[config.mk]
export PLATFORM = sky130hd
export DESIGN_NAME = tlul_socket_1n
export DESIGN_NICKNAME = d
export VERILOG_FILES = /design/src/rtl/tlul_pkg.sv /design/src/rtl/tlul_err_resp.sv /design/src/rtl/tlul_socket_1n.sv
export SDC_FILE = /design/constraint.sdc
export NUM_CORES = 1
export LEC_CHECK = 0
export CAP_MARGIN = 20
export CORE_AREA = 8 8 268 270
export CTS_BUF_LIST = sky130_fd_sc_hd__clkbuf_2
export CTS_CLUSTER_DIAMETER = 60
export DETAILED_ROUTE_END_ITERATION = 8
export DIE_AREA = 0 0 276 278
export PLACE_DENSITY = 0.3
export SLEW_MARGIN = 5
export SYNTH_ARGS = -nofsm -noshare
export SYNTH_HDL_FRONTEND = slang
export SYNTH_SLANG_ARGS = --single-unit
[constraint.sdc]
create_clock -name clk_i -period 4 [get_ports clk_i]
set_input_delay 0.4 -clock clk_i [delete_from_list [all_inputs] [get_ports clk_i]]
set_output_delay 0.4 -clock clk_i [all_outputs]
set_load 0.05 [all_outputs]
[src/rtl/tlul_pkg.sv]
// TL-UL channel types, opcodes and shared constants for the socket and its
// error responder.
package tlul_pkg;

    localparam int TL_DW  = 32;
    localparam int TL_AW  = 32;
    localparam int TL_AIW = 8;
    localparam int TL_DIW = 1;
    localparam int TL_SZW = 2;
    localparam int TL_DBW = TL_DW / 8;

    localparam logic [TL_DW-1:0] ErrRespData = {TL_DW{1'b1}};

    typedef enum logic [2:0] {
        PutFullData    = 3'h0,
        PutPartialData = 3'h1,
        Get            = 3'h4
    } tl_a_op_e;

    typedef enum logic [2:0] {
        AccessAck     = 3'h0,
        AccessAckData = 3'h1
    } tl_d_op_e;

    typedef struct packed {
        logic                a_valid;
        tl_a_op_e            a_opcode;
        logic [2:0]          a_param;
        logic [TL_SZW-1:0]   a_size;
        logic [TL_AIW-1:0]   a_source;
        logic [TL_AW-1:0]    a_address;
        logic [TL_DBW-1:0]   a_mask;
        logic [TL_DW-1:0]    a_data;
        logic                d_ready;
    } tl_h2d_t;

    typedef struct packed {
        logic                d_valid;
        tl_d_op_e            d_opcode;
        logic [2:0]          d_param;
        logic [TL_SZW-1:0]   d_size;
        logic [TL_AIW-1:0]   d_source;
        logic [TL_DIW-1:0]   d_sink;
        logic [TL_DW-1:0]    d_data;
        logic                d_error;
        logic                a_ready;
    } tl_d2h_t;

    // Reads return data; both put flavours only acknowledge.
    function automatic tl_d_op_e resp_opcode(input tl_a_op_e op);
        tl_d_op_e r;
        case (op)
            Get:     r = AccessAckData;
            default: r = AccessAck;
        endcase
        return r;
    endfunction

endpackage

[src/rtl/tlul_err_resp.sv]
// Single-outstanding TL-UL error responder: acknowledges any request with
// d_error set and all-ones data, one cycle after acceptance.
module tlul_err_resp
    import tlul_pkg::*;
(
    input  logic    clk_i,
    input  logic    rst_ni,
    input  tl_h2d_t tl_h_i,
    output tl_d2h_t tl_h_o
);

    typedef enum logic [0:0] {
        ErrIdle = 1'b0,
        ErrResp = 1'b1
    } err_state_e;

    err_state_e         state_q, state_d;
    logic [TL_AIW-1:0]  source_q, source_d;
    logic [TL_SZW-1:0]  size_q, size_d;
    tl_d_op_e           op_q, op_d;
    logic               unused_s;

    assign unused_s = ^{tl_h_i.a_param, tl_h_i.a_address, tl_h_i.a_mask, tl_h_i.a_data};

    // Next-state and capture logic; a_valid is already gated by the socket.
    always_comb begin
        state_d  = state_q;
        source_d = source_q;
        size_d   = size_q;
        op_d     = op_q;
        case (state_q)
            ErrIdle: begin
                if (tl_h_i.a_valid) begin
                    state_d  = ErrResp;
                    source_d = tl_h_i.a_source;
                    size_d   = tl_h_i.a_size;
                    op_d     = resp_opcode(tl_h_i.a_opcode);
                end else begin
                    state_d  = ErrIdle;
                end
            end
            ErrResp: begin
                if (tl_h_i.d_ready) begin
                    state_d = ErrIdle;
                end else begin
                    state_d = ErrResp;
                end
            end
            default: state_d = ErrIdle;
        endcase
    end

    // State and captured request fields.
    always_ff @(posedge clk_i or negedge rst_ni) begin
        if (!rst_ni) begin
            state_q  <= ErrIdle;
            source_q <= {TL_AIW{1'b0}};
            size_q   <= {TL_SZW{1'b0}};
            op_q     <= AccessAck;
        end else begin
            state_q  <= state_d;
            source_q <= source_d;
            size_q   <= size_d;
            op_q     <= op_d;
        end
    end

    // Response fields are decoded straight from flops, so they hold until d_ready.
    always_comb begin
        tl_h_o          = '0;
        tl_h_o.a_ready  = (state_q == ErrIdle);
        tl_h_o.d_valid  = (state_q == ErrResp);
        tl_h_o.d_error  = (state_q == ErrResp);
        tl_h_o.d_opcode = op_q;
        tl_h_o.d_size   = size_q;
        tl_h_o.d_source = source_q;
        tl_h_o.d_data   = ErrRespData;
    end

endmodule

[src/rtl/tlul_socket_1n.sv]
// 1:N TL-UL demultiplexer: steers host requests to one of N devices and
// returns responses in order; unmapped selects go to an error responder.
module tlul_socket_1n
    import tlul_pkg::*;
#(
    parameter  int N              = 4,
    parameter  int MaxOutstanding = 8,
    localparam int NWD            = $clog2(N + 1),
    localparam int CW             = $clog2(MaxOutstanding + 1)
) (
    input  logic           clk_i,
    input  logic           rst_ni,
    input  tl_h2d_t        tl_h_i,
    output tl_d2h_t        tl_h_o,
    output tl_h2d_t        tl_d_o [N],
    input  tl_d2h_t        tl_d_i [N],
    input  logic [NWD-1:0] dev_select_i
);

    logic [CW-1:0]  num_out_q, num_out_d;
    logic [NWD-1:0] dev_out_q, dev_out_d;
    logic [NWD-1:0] sel_s;
    logic           hold_s;
    logic           accept_s;
    logic           complete_s;
    tl_h2d_t        err_req_s;
    tl_d2h_t        err_rsp_s;
    tl_d2h_t        rsp_s [N+1];

    // Target selection; a full counter holds even if a response retires now.
    always_comb begin
        sel_s  = (dev_select_i >= NWD'(N)) ? NWD'(N) : dev_select_i;
        hold_s = ((num_out_q != {CW{1'b0}}) && (sel_s != dev_out_q)) ||
                 (num_out_q == CW'(MaxOutstanding));
    end

    // Request fan-out; only valid and d_ready are steered, the rest is broadcast.
    always_comb begin
        for (int i = 0; i < N; i++) begin
            tl_d_o[i]         = tl_h_i;
            tl_d_o[i].a_valid = tl_h_i.a_valid & ~hold_s & (sel_s == NWD'(i));
            tl_d_o[i].d_ready = tl_h_i.d_ready & (dev_out_q == NWD'(i));
        end
        err_req_s         = tl_h_i;
        err_req_s.a_valid = tl_h_i.a_valid & ~hold_s & (sel_s == NWD'(N));
        err_req_s.d_ready = tl_h_i.d_ready & (dev_out_q == NWD'(N));
    end

    tlul_err_resp u_err_resp (
        .clk_i  (clk_i),
        .rst_ni (rst_ni),
        .tl_h_i (err_req_s),
        .tl_h_o (err_rsp_s)
    );

    // Device responses and the error responder form one table indexed by target.
    always_comb begin
        for (int i = 0; i < N; i++) begin
            rsp_s[i] = tl_d_i[i];
        end
        rsp_s[N] = err_rsp_s;
    end

    // Response return; stray d_valid with nothing outstanding is suppressed.
    always_comb begin
        tl_h_o         = rsp_s[dev_out_q];
        tl_h_o.d_valid = rsp_s[dev_out_q].d_valid & (num_out_q != {CW{1'b0}});
        tl_h_o.a_ready = ~hold_s & rsp_s[sel_s].a_ready;
    end

    // Outstanding tracking: simultaneous accept and complete cancel out.
    always_comb begin
        accept_s   = tl_h_i.a_valid & tl_h_o.a_ready;
        complete_s = tl_h_o.d_valid & tl_h_i.d_ready;
        if (accept_s) begin
            dev_out_d = sel_s;
        end else begin
            dev_out_d = dev_out_q;
        end
        case ({accept_s, complete_s})
            2'b10:   num_out_d = num_out_q + CW'(1);
            2'b01:   num_out_d = num_out_q - CW'(1);
            default: num_out_d = num_out_q;
        endcase
    end

    // Counter and target registers.
    always_ff @(posedge clk_i or negedge rst_ni) begin
        if (!rst_ni) begin
            num_out_q <= {CW{1'b0}};
            dev_out_q <= {NWD{1'b0}};
        end else begin
            num_out_q <= num_out_d;
            dev_out_q <= dev_out_d;
        end
    end

endmodule

==> reports/qor.yml <==
io_buffers: 339
top_usage_layer: "met2"
post-route-period-util_pct: 91.7
layout-area-overhead-vs-synth_pct: 37.5
syn_nets: 955
combPwrFrac_pct: 86.8
nets: 937
root_buffer: "clkbuf_2"
clockPowerShare_pct: 2.7
stdcell_count: 1516
hold_viol_final: 0
io_pins: 695
yosys-top-cells-count: "buf_4 (336), o21ai_0 (77), mux2_2 (35)"
seq_power_share_pct: 10.5
start_kind: "flop"
core_um2: 67700
die_x_um: 276
ctsHoldBuffers: 1
yosysMostFrequentCell: "buf_4"
syn_area_um2: 5330
p_per_area_nw_per_um2: 653
viasPerCell: 2.71
async_flop_share_pct: 100
post_cts_buffers: 0
initial_core_util_pct: 7.86
fin_crit_ns: 3.67
grtUsageTotal_pct: 6.44
tns_ns: 0
path_class: "reg -> out"
synth_cells: 652
rsz0062_at_grt: "false"
p_sw_share_pct: 61.6
dp_hpwl_um: 21400
ys_ff_latch: 19
routedWlPerCell_um: 17.2
post-place-cells: 1510
htreeDepth: 1
grt_pass1_vias: 4840
yosysWarningCount: 0
clock_latency_ns: 0.46
grt_pass1_wl_um: 36000
min_path_type: "in -> async"
cts_tree: "done"
synth-edff-count: 0
cts_sinks: 19
grt_use_met3_pct: 2.66
drt_pass1_iterations: 4
synth_flop_cell: "dfrtp_1"
worst-slew-pin-transition_ns: 0.901
outcome: "complete, no violations"
yosysTopAreaCellShare_pct: 47.4
slew_violations: 0
crit_required_ns: 3.60
p_leak_nw: 2.40
maxCapViolCount: 0
end_kind: "output port"
drt-initial-drc-count: 127
ant_nets: 0
grt_max_degree: 88
ys_top_cells_by_area: "buf_4 (47%), dfrtp_1 (8.9%), mux4_2 (8.0%)"
yosys.area.top_type: "buf_4"
skew_ns: 0.0398
slew_headroom_pct: 40.0
cp.arrival_ns: 3.27
use_met2_pct: 12.5
cts_buffer_depth: 2
grt-ovfl-total: 0
vdd_drop_max_uv: 336
p_sw_mw: 2.94
crit_fanout: 87
layout-drive-gt1-share_pct: 15.0
synth_seq_area_share_pct: 8.93
die_h_um: 278
row_count: 96
ys_types: 41
postCtsResizedCells: 0
p_int_mw: 1.84
grt_antenna_before_repair: 3
dr_total_vias: 4103
cts_buffers: 3
setup_viol: 0
cts.clk_slew.worst_paths_ns: 0.34
grt_util_met1_pct: 5.54
fmax_mhz: 273
die_area_um2: 76700
drc: 0
syn_avg_cell_area_um2: 8.17
routed_wirelength_um: 26100
gp_congestion: 0.673
==> registers in the layout, indices dropped and copies added, names as in the netlist <==
name / count
num_out_q: 4
dev_out_q: 3
u_err_resp.source_q: 8
u_err_resp.state_q: 1
u_err_resp.size_q: 2
u_err_resp.op_q: 1
==> kinds of logic after synthesis <==
family	count (synthesis)	share of synthesized area, %
adders and majority gates	4	1.08
xor gates and xnor gates	6	0.987
and+or+nand+nor	48	5.26
buffers and inverters	386	51.3
muxes	67	18.8
DFF	19	8.93
AOI/OAI and AO/OA	122	13.7
==> layer usage <==
layer	up-vias	part of all wire, %	wire [um]
met2	325	53	13900
met4	2	4.9	1290
li1	1839	-	-
met5	-	0.034	9
met1	1836	31	8160
met3	101	10	2730
==> power by group through the flow <==
stage	Sequential, mW	Combinational, mW	Clock (mW)
2_1_floorplan	0.343	3.50	0
3_3_place_gp	0.531	4.28	0
3_5_place_dp	0.533	4.24	0
4_1_cts	0.529	4.26	0.157
5_1_grt	0.540	4.42	0.156
6_report	0.503	4.15	0.130
==> final timing paths <==
| path | from | to | slack (ns) | depth (start not counted) |
|---|---|---|---|---|
| max in group asynchronous | rst_ni | u_err_resp.source_q[0] | 3.07 | 2 |
| worst max register to register | num_out_q[0] | num_out_q[3] | 0.84 | 11 |
| min in group clk_i | u_err_resp.source_q[3] | u_err_resp.source_q[3] | 0.53 | 1 |
| worst min-delay path | rst_ni | u_err_resp.source_q[5] | 0.45 | 2 |
| worst min register to register | u_err_resp.source_q[3] | u_err_resp.source_q[3] | 0.53 | 1 |
| worst max-delay path | dev_out_q[2] | tl_h_o[36] | 0.33 | 4 |
==> per-stage QoR <==
| step | instance area, um^2 | utilization [%] | worst slack [ns] | total power [mW] | hold slack, ns |
|---|---|---|---|---|---|
| 2_1_floorplan | 5330 | - | 0.838 | 3.84 | 0.104 |
| 3_3_place_gp | 7290 | 10.8 | 0.588 | 4.81 | 0.470 |
| 3_5_place_dp | 7290 | 10.8 | 0.567 | 4.77 | 0.481 |
| 4_1_cts | 7320 | 10.8 | 0.139 | 4.94 | 0.399 |
| 5_1_grt | 7320 | 10.8 | 0.0539 | 5.12 | 0.440 |
| 6_report | 7320 | 10.8 | 0.332 | 4.78 | 0.449 |
==> cell usage in the layout (no fill, tap or decap), types with 3 or more instances in the layout <==
cell             instances
nand3_1                 13
xnor2_1                  3
o21ai_0                 77
mux4_2                  19
a21oi_1                  4
xor2_1                   3
dfrtp_1                 16
buf_4                   10
mux2_2                  35
ha_1                     3
clkbuf_2                 3
nand2b_1                 3
nand2_1                  3
inv_1                   17
clkdlybuf4s50_1        326
dfrtp_4                  3
buf_12                   8
a21o_1                   3
mux2_4                   9
nor2b_1                  7
mux2i_1                  3
nor2_1                   7
a22oi_1                 32
==> layout make-up <==
class	count	area, um^2
Fill cell	7813	60400
Clock inverter	1	5.00
Antenna cell	1	2.50
Sequential cell	19	487
Clock buffer	3	15.0
Timing Repair Buffer	346	3510
Multi-Input combinational cell	247	2130
Tap cell	882	1100
Inverter	17	63.8
==> critical path, cell delays in order, from the launching register on <==
cell	delay, ns
dfrtp_4	0.68
buf_4	0.69
nand3_1	0.18
o21ai_0	0.22
clkdlybuf4s50_1	0.89
(Power assumes the default switching activity.)
